`src/rtl/paddle_ctrl.sv`:
```
// Paddle position controller: button levels become tick-paced motion with a
// hold-to-accelerate ramp, power-up length changes and recentering while idle.
module paddle_ctrl #(
    parameter int SCREEN_W    = 160,
    parameter int X_W         = 8,
    parameter int LEN_INIT    = 32,
    parameter int LEN_MIN     = 16,
    parameter int LEN_MAX     = 48,
    parameter int LEN_STEP    = 8,
    parameter int TICK_DIV    = 250000,
    parameter int ACCEL_TICKS = 8,
    parameter int MAX_SPEED   = 4
) (
    input  logic           clock,
    input  logic           resetn,
    input  logic [2:0]     state,
    input  logic           left,
    input  logic           right,
    input  logic           grow,
    input  logic           shrink,
    output logic [X_W-1:0] paddleX,
    output logic [X_W-1:0] paddleLen,
    output logic [2:0]     speed,
    output logic           atLeft,
    output logic           atRight
);

    localparam int CNT_W  = (TICK_DIV > 1) ? $clog2(TICK_DIV) : 1;
    localparam int HOLD_W = $clog2(ACCEL_TICKS + 2);

    // One spare bit so move and length arithmetic can never wrap.
    typedef logic [X_W:0] wide_t;

    localparam wide_t SCR   = wide_t'(SCREEN_W);
    localparam wide_t LMIN  = wide_t'(LEN_MIN);
    localparam wide_t LMAX  = wide_t'(LEN_MAX);
    localparam wide_t LSTEP = wide_t'(LEN_STEP);
    localparam wide_t ONE_W = wide_t'(1);

    localparam logic [X_W-1:0]    X_INIT   = X_W'((SCREEN_W - LEN_INIT) / 2);
    localparam logic [X_W-1:0]    L_INIT   = X_W'(LEN_INIT);
    localparam logic [CNT_W-1:0]  CNT_LAST = CNT_W'(TICK_DIV - 1);
    localparam logic [CNT_W-1:0]  CNT_ONE  = CNT_W'(1);
    localparam logic [HOLD_W-1:0] HOLD_LIM = HOLD_W'(ACCEL_TICKS);
    localparam logic [HOLD_W-1:0] HOLD_ONE = HOLD_W'(1);
    localparam logic [2:0]        SPD_MAX  = 3'(MAX_SPEED);

    typedef enum logic [1:0] {
        DIR_NONE = 2'd0,
        DIR_L    = 2'd1,
        DIR_R    = 2'd2
    } dir_e;

    logic [X_W-1:0]    x_q, x_d;
    logic [X_W-1:0]    len_q, len_d;
    logic [2:0]        speed_q, speed_d;
    logic [HOLD_W-1:0] hold_q, hold_d, hold_inc;
    logic [CNT_W-1:0]  cnt_q, cnt_d;
    dir_e              last_q, last_d, dir;

    logic  active, idle, tick;
    wide_t step, len_w, x_move, x_lim;

    assign active = (state == 3'b001) || (state == 3'b010);
    assign idle   = (state == 3'b000);
    assign tick   = active && (cnt_q == CNT_LAST);

    always_comb begin
        if (left && !right)      dir = DIR_L;
        else if (right && !left) dir = DIR_R;
        else                     dir = DIR_NONE;
    end

    always_comb begin
        // NOTE: every variable gets a hold/default value first, so no path can
        // leave one unassigned and infer a latch.
        cnt_d    = cnt_q;
        x_d      = x_q;
        len_d    = len_q;
        speed_d  = speed_q;
        hold_d   = hold_q;
        last_d   = last_q;
        hold_inc = hold_q + HOLD_ONE;
        step     = '0;
        len_w    = wide_t'(len_q);
        x_move   = wide_t'(x_q);
        x_lim    = '0;

        if (idle) begin
            cnt_d   = '0;
            x_d     = X_W'((SCR - wide_t'(len_q)) >> 1);
            speed_d = 3'd1;
            hold_d  = '0;
        end else if (active) begin
            cnt_d = tick ? '0 : cnt_q + CNT_ONE;

            if (grow && !shrink)
                len_w = (wide_t'(len_q) + LSTEP > LMAX) ? LMAX : wide_t'(len_q) + LSTEP;
            else if (shrink && !grow)
                len_w = (wide_t'(len_q) < LMIN + LSTEP) ? LMIN : wide_t'(len_q) - LSTEP;

            if (dir == DIR_NONE) begin
                speed_d = 3'd1;
                hold_d  = '0;
                last_d  = DIR_NONE;
            end else if (tick) begin
                // A reversal or fresh press restarts the ramp at one pixel.
                if (dir != last_q) begin
                    step    = ONE_W;
                    speed_d = 3'd1;
                    hold_d  = HOLD_ONE;
                end else begin
                    step = wide_t'(speed_q);
                    if (hold_inc >= HOLD_LIM) begin
                        hold_d  = '0;
                        speed_d = (speed_q >= SPD_MAX) ? SPD_MAX : speed_q + 3'd1;
                    end else begin
                        hold_d = hold_inc;
                    end
                end
                last_d = dir;
                if (dir == DIR_L)
                    x_move = (wide_t'(x_q) >= step) ? wide_t'(x_q) - step : '0;
                else
                    x_move = wide_t'(x_q) + step;
            end

            // Clamp against the new length so growth at the right wall pulls X in.
            x_lim = SCR - len_w;
            x_d   = X_W'((x_move > x_lim) ? x_lim : x_move);
            len_d = X_W'(len_w);
        end else begin
            cnt_d = '0;
        end
    end

    always_ff @(posedge clock) begin
        // NOTE: state registers use non-blocking assignments so every flop
        // samples the pre-edge values regardless of statement order.
        if (!resetn) begin
            x_q     <= X_INIT;
            len_q   <= L_INIT;
            speed_q <= 3'd1;
            hold_q  <= '0;
            cnt_q   <= '0;
            last_q  <= DIR_NONE;
        end else begin
            x_q     <= x_d;
            len_q   <= len_d;
            speed_q <= speed_d;
            hold_q  <= hold_d;
            cnt_q   <= cnt_d;
            last_q  <= last_d;
        end
    end

    assign paddleX   = x_q;
    assign paddleLen = len_q;
    assign speed     = speed_q;
    assign atLeft    = (x_q == '0);
    assign atRight   = (wide_t'(x_q) + wide_t'(len_q) == SCR);

endmodule

```
`config.mk`:
```
export PLATFORM = sky130hd
export DESIGN_NAME = paddle_ctrl
export DESIGN_NICKNAME = d
export VERILOG_FILES = /design/src/rtl/paddle_ctrl.sv
export SDC_FILE = /design/constraint.sdc
export NUM_CORES = 1
export LEC_CHECK = 0
export ABC_CLOCK_PERIOD_IN_PS = 6700
export CORE_MARGIN = 2
export CORE_UTILIZATION = 30
export CTS_CLUSTER_SIZE = 28
export DETAILED_ROUTE_END_ITERATION = 10
export GPL_ROUTABILITY_DRIVEN = 0
export SYNTH_ARGS = -nofsm -noshare
export SYNTH_HDL_FRONTEND = slang
export SYNTH_SLANG_ARGS = --single-unit
```
`constraint.sdc`:
```
create_clock -name clock -period 6.7 [get_ports clock]
set_clock_uncertainty 0.15 [all_clocks]
set_input_delay 0.67 -clock clock [delete_from_list [all_inputs] [get_ports clock]]
set_output_delay 0.67 -clock clock [all_outputs]
set_load 0.05 [all_outputs]
```
==> metrics.md, run 1 <==
| Metric | Value |
|---|---|
| Synth Area in Compound Gates | between 20% and 30% |
| Area share of the largest cell type after synthesis | 22.86% |
| Slew headroom | 20.76% |
| Final WS setup | 0.9656 ns |
| Commonest non-fill, non-tap cell in the layout | nor2_1 |
| Worst Setup SP | left |
| Cts hold-fix bufs | 0 |
| Hold Crit Start | cnt_q[0] |
| Final setup fails | 0 |
| Worst reg2reg path depth | 17 |
| F_max | 0.1744 GHz |
| Vias in the first global route | ~3400 |
| Fin. Hold Viols | 0 |
| Synth cell types | 68 |
| Layout Area Growth over Synthesis | 14.72% |
| Fin nets | 552 |
| Clk buf depth | 2 |
| Post-synthesis mux area share | between 1.5 and 2% |
| Hold EP | cnt_q[0] |
| Worst Tran Pin Value | 1.180 ns |
| Synth Flop Type | dfxtp_1 |
| DR WL met2 | roughly 4.7 mm |
| Worst Setup Start Kind | input port |
| Hold crit path type | reg2reg |
| Detailed Routing Iterations Pass 1 | 4 |
| ANT nets after route | 0 |
| Minimum clock period | 5.734 ns |
| CTS tree | yes |
| Dpl ws | 0.7229 ns |
| Starting Density | 31.08% |
| # DRC | 0 |
| CTS HTree Levels | 2 |
| WL/cell | 14.61 um |
| Status | finished, final reports clean |
| VDD IR-drop max | 108.2 uV |
| Slew Viols, Final | 0 |
| Endpoint type of the worst setup path | flip-flop |
| Num ports | 30 |
| Die H | 116.0 um |
| Hold Crit Depth | 1 |
| Synth Area in Simple Gates | 27.92% |
| Highest metal used | met4 |
| Final Cell Area | 0.004319 mm2 |
| Power Total | 916.5 uW |
| Post-Synth Adder-Cell Area | 13.23% |
| Syn Nets | 535 |
| Pwr/cell area | ~210 mW/mm2 |
| Largest family of logic cells by synthesized area | simple AND/OR/NAND/NOR gates |
| Postcts setup bufs | 0 |
| Largest net degree at the start of global routing | 22 |
| Critical Path AT | 5.79 ns |
| DR vias/cell | 5.180 |
| Post-synthesis average cell area | 7.715 um2 |
| Core Util, Final | 35.66% |
| Global Route Usage Sum | 15.30% |
| Clock root cell | clkbuf_16 |
| DR iter-0 viols | roughly 190 |
| Wire length on met1 | 4.654 mm |
| Critical path class | in2reg |
| Count of input and output buffers | 29 |
| First-pass GRT wire length | ~16 mm |
| Wire length on met3 | 403 um |
| Pleak | 0.001642 uW |
| HPWL after detailed placement | 7.541 mm |
| Crit path max fanout | 17 |
| N_diodes | 0 |
| Fraction of layout cells with a size suffix above 1 | 5.534% |
| Resize count post-CTS | 0 |
| R2R setup slack | 2.05 ns |
| Final worst path period share | 85.59% |
| Seq cells post-synth | 43 |
| RSZ-0062 raised after global routing | false |
| Synth Instances | roughly 500 |
| Core Region | 0.01211 mm2 |
| Post-Synth XOR/XNOR Area | 7.677% |
| R2R Path End | paddleX[7] |
| Total congestion overflow | 0 |
| Synth warnings | 0 |
| Max-cap violations | 0 |
| Clock-pin slew on the worst setup and hold paths | 0.06 ns |
| FP Rows | 40 |
| Area leader, netlist | dfxtp_1 |
| EDFF count, synth | 0 |
| WL final | 9.846 mm |
| Req. time, crit path | 6.76 ns |
| CTS sink cnt | 43 |
| Vias post-DR | 3491 |
| CTS Buf Count | 5 |
| Fillers | 1297 |
| Die Wd | 116.0 um |
| Most frequent cells in the layout | nor2_1 (52), nand2_1 (43), dfxtp_1 (43) |
| Placed cell areas | 0.004178 mm2 |
| Die footprint | 0.01346 mm2 |
| Register area share after synthesis | 22.86% |
| Post-synth ARST share | 0% |
| Initial antenna violation count | 0 |
| Fin Setup TNS | 0 ns |
| Mapped cell area | 0.003765 mm2 |
| Reg-to-reg startpoint | paddleLen[3] |
| Clk_lat worst skew | 0.29 ns |
| Top cells by area, synth | dfxtp_1 (23%), ha_1 (12%), nor2_1 (5.2%), nand2_1 (4.3%), xnor2_1 (4.2%) |
## cells in the mapped netlist, types with 3 or more instances
cell	n
o211ai_1	4
nor2_1	52
o31ai_1	4
mux2_2	3
and4_1	3
and3_1	7
nand2b_1	10
nand4_1	4
o21a_1	3
nand4b_1	4
or2_2	3
o21ai_0	25
nor3b_1	3
a21oi_1	26
mux2i_1	4
a211o_1	3
nor3_1	19
inv_1	31
or3_1	6
xnor2_1	18
a31oi_1	7
nor2b_1	10
clkbuf_1	10
and2_1	3
a21o_1	6
xor2_1	15
o2111ai_1	3
ha_1	35
dfxtp_1	43
o22ai_1	7
buf_2	6
nand2_1	43
nor4_1	5
fa_1	3
nand3_1	17
## worst max-delay path, stage by stage
cell,delay [ns]
clkdlybuf4s50_1,0.50
ha_1,0.58
xor2_1,0.17
nor2_1,0.23
nand2_1,0.12
ha_1,0.40
nand3_1,0.20
nand3b_2,0.12
o31ai_4,0.36
o22ai_1,0.15
and3_4,0.22
or2_2,0.27
ha_1,0.29
o21ai_0,0.08
a21oi_1,0.15
o41ai_1,0.11
a21oi_1,0.64
nand3_1,0.16
a21o_1,0.18
a31oi_1,0.17
## metrics by stage
stage	hold slack (ns)	cells
after floorplan	0.2675	488
after global placement	0.2796	666
after detailed placement	0.2882	666
after CTS	0.3018	674
after global routing	0.3252	674
final	0.2954	674
## power breakdown
group          leakage [uW]  switching (uW)  internal (uW)
Combinational       0.00123             222            142
Sequential         0.000349            43.6            268
Clock             0.0000669             103            138
Total               0.00164             369            548
## area by class of cell
| type | instances | area, um2 | share of cell area (%) |
|---|---|---|---|
| Clock buffer | 6 | 128.9 | 2.984 |
| Clock inverter | 2 | 12.51 | 0.2897 |
| Inverter | 31 | 116.4 | 2.694 |
| Multi-Input combinational cell | 395 | 2700 | 62.51 |
| Sequential cell | 43 | 860.8 | 19.93 |
| Tap cell | 168 | 210.2 | 4.867 |
| Timing Repair Buffer | 29 | 290.3 | 6.721 |
## how the worst max path moves through the flow
| stage | end | cells past startpoint |
|---|---|---|
| detailed placement | paddleX[7] | 20 |
| global placement | paddleX[4] | 19 |
| floorplan | atRight | 6 |
| CTS | paddleX[7] | 20 |
| global route | paddleX[6] | 20 |
| finish | paddleX[7] | 20 |
## cells by family after synthesis
logic type | after synthesis
flip-flops | 43
buffers and inverters | 50
AO/OA/AOI/OAI | 116
multiplexers | 7
XOR/XNOR | 33
AND/OR/NAND/NOR | 201
adder cells (fa/ha/maj) | 38
## per-layer routing
metal,global-route usage (%),vias to the layer above
met4,4.762,0
met2,26.04,68
met5,0,-
li1,-,1787
met1,19.83,1626
met3,2.563,10
## registers in the layout, summed over array words and instances, names as in the netlist
register	flops
cnt_q	18
paddleLen	8
paddleX	8
hold_q	4
speed	3
last_q	2
Power figures use the tool's default switching activity.
==> inputs of run 2 (changes only) <==
--- a/config.mk
+++ b/config.mk
@@ -8,6 +8,7 @@
 export ABC_CLOCK_PERIOD_IN_PS = 6700
 export CORE_MARGIN = 2
 export CORE_UTILIZATION = 30
+export CTS_CLUSTER_DIAMETER = 40
 export CTS_CLUSTER_SIZE = 28
 export DETAILED_ROUTE_END_ITERATION = 10
 export GPL_ROUTABILITY_DRIVEN = 0
==> results of run 2 <==
Final layout, timing and power as in run 1 (identical DEF).
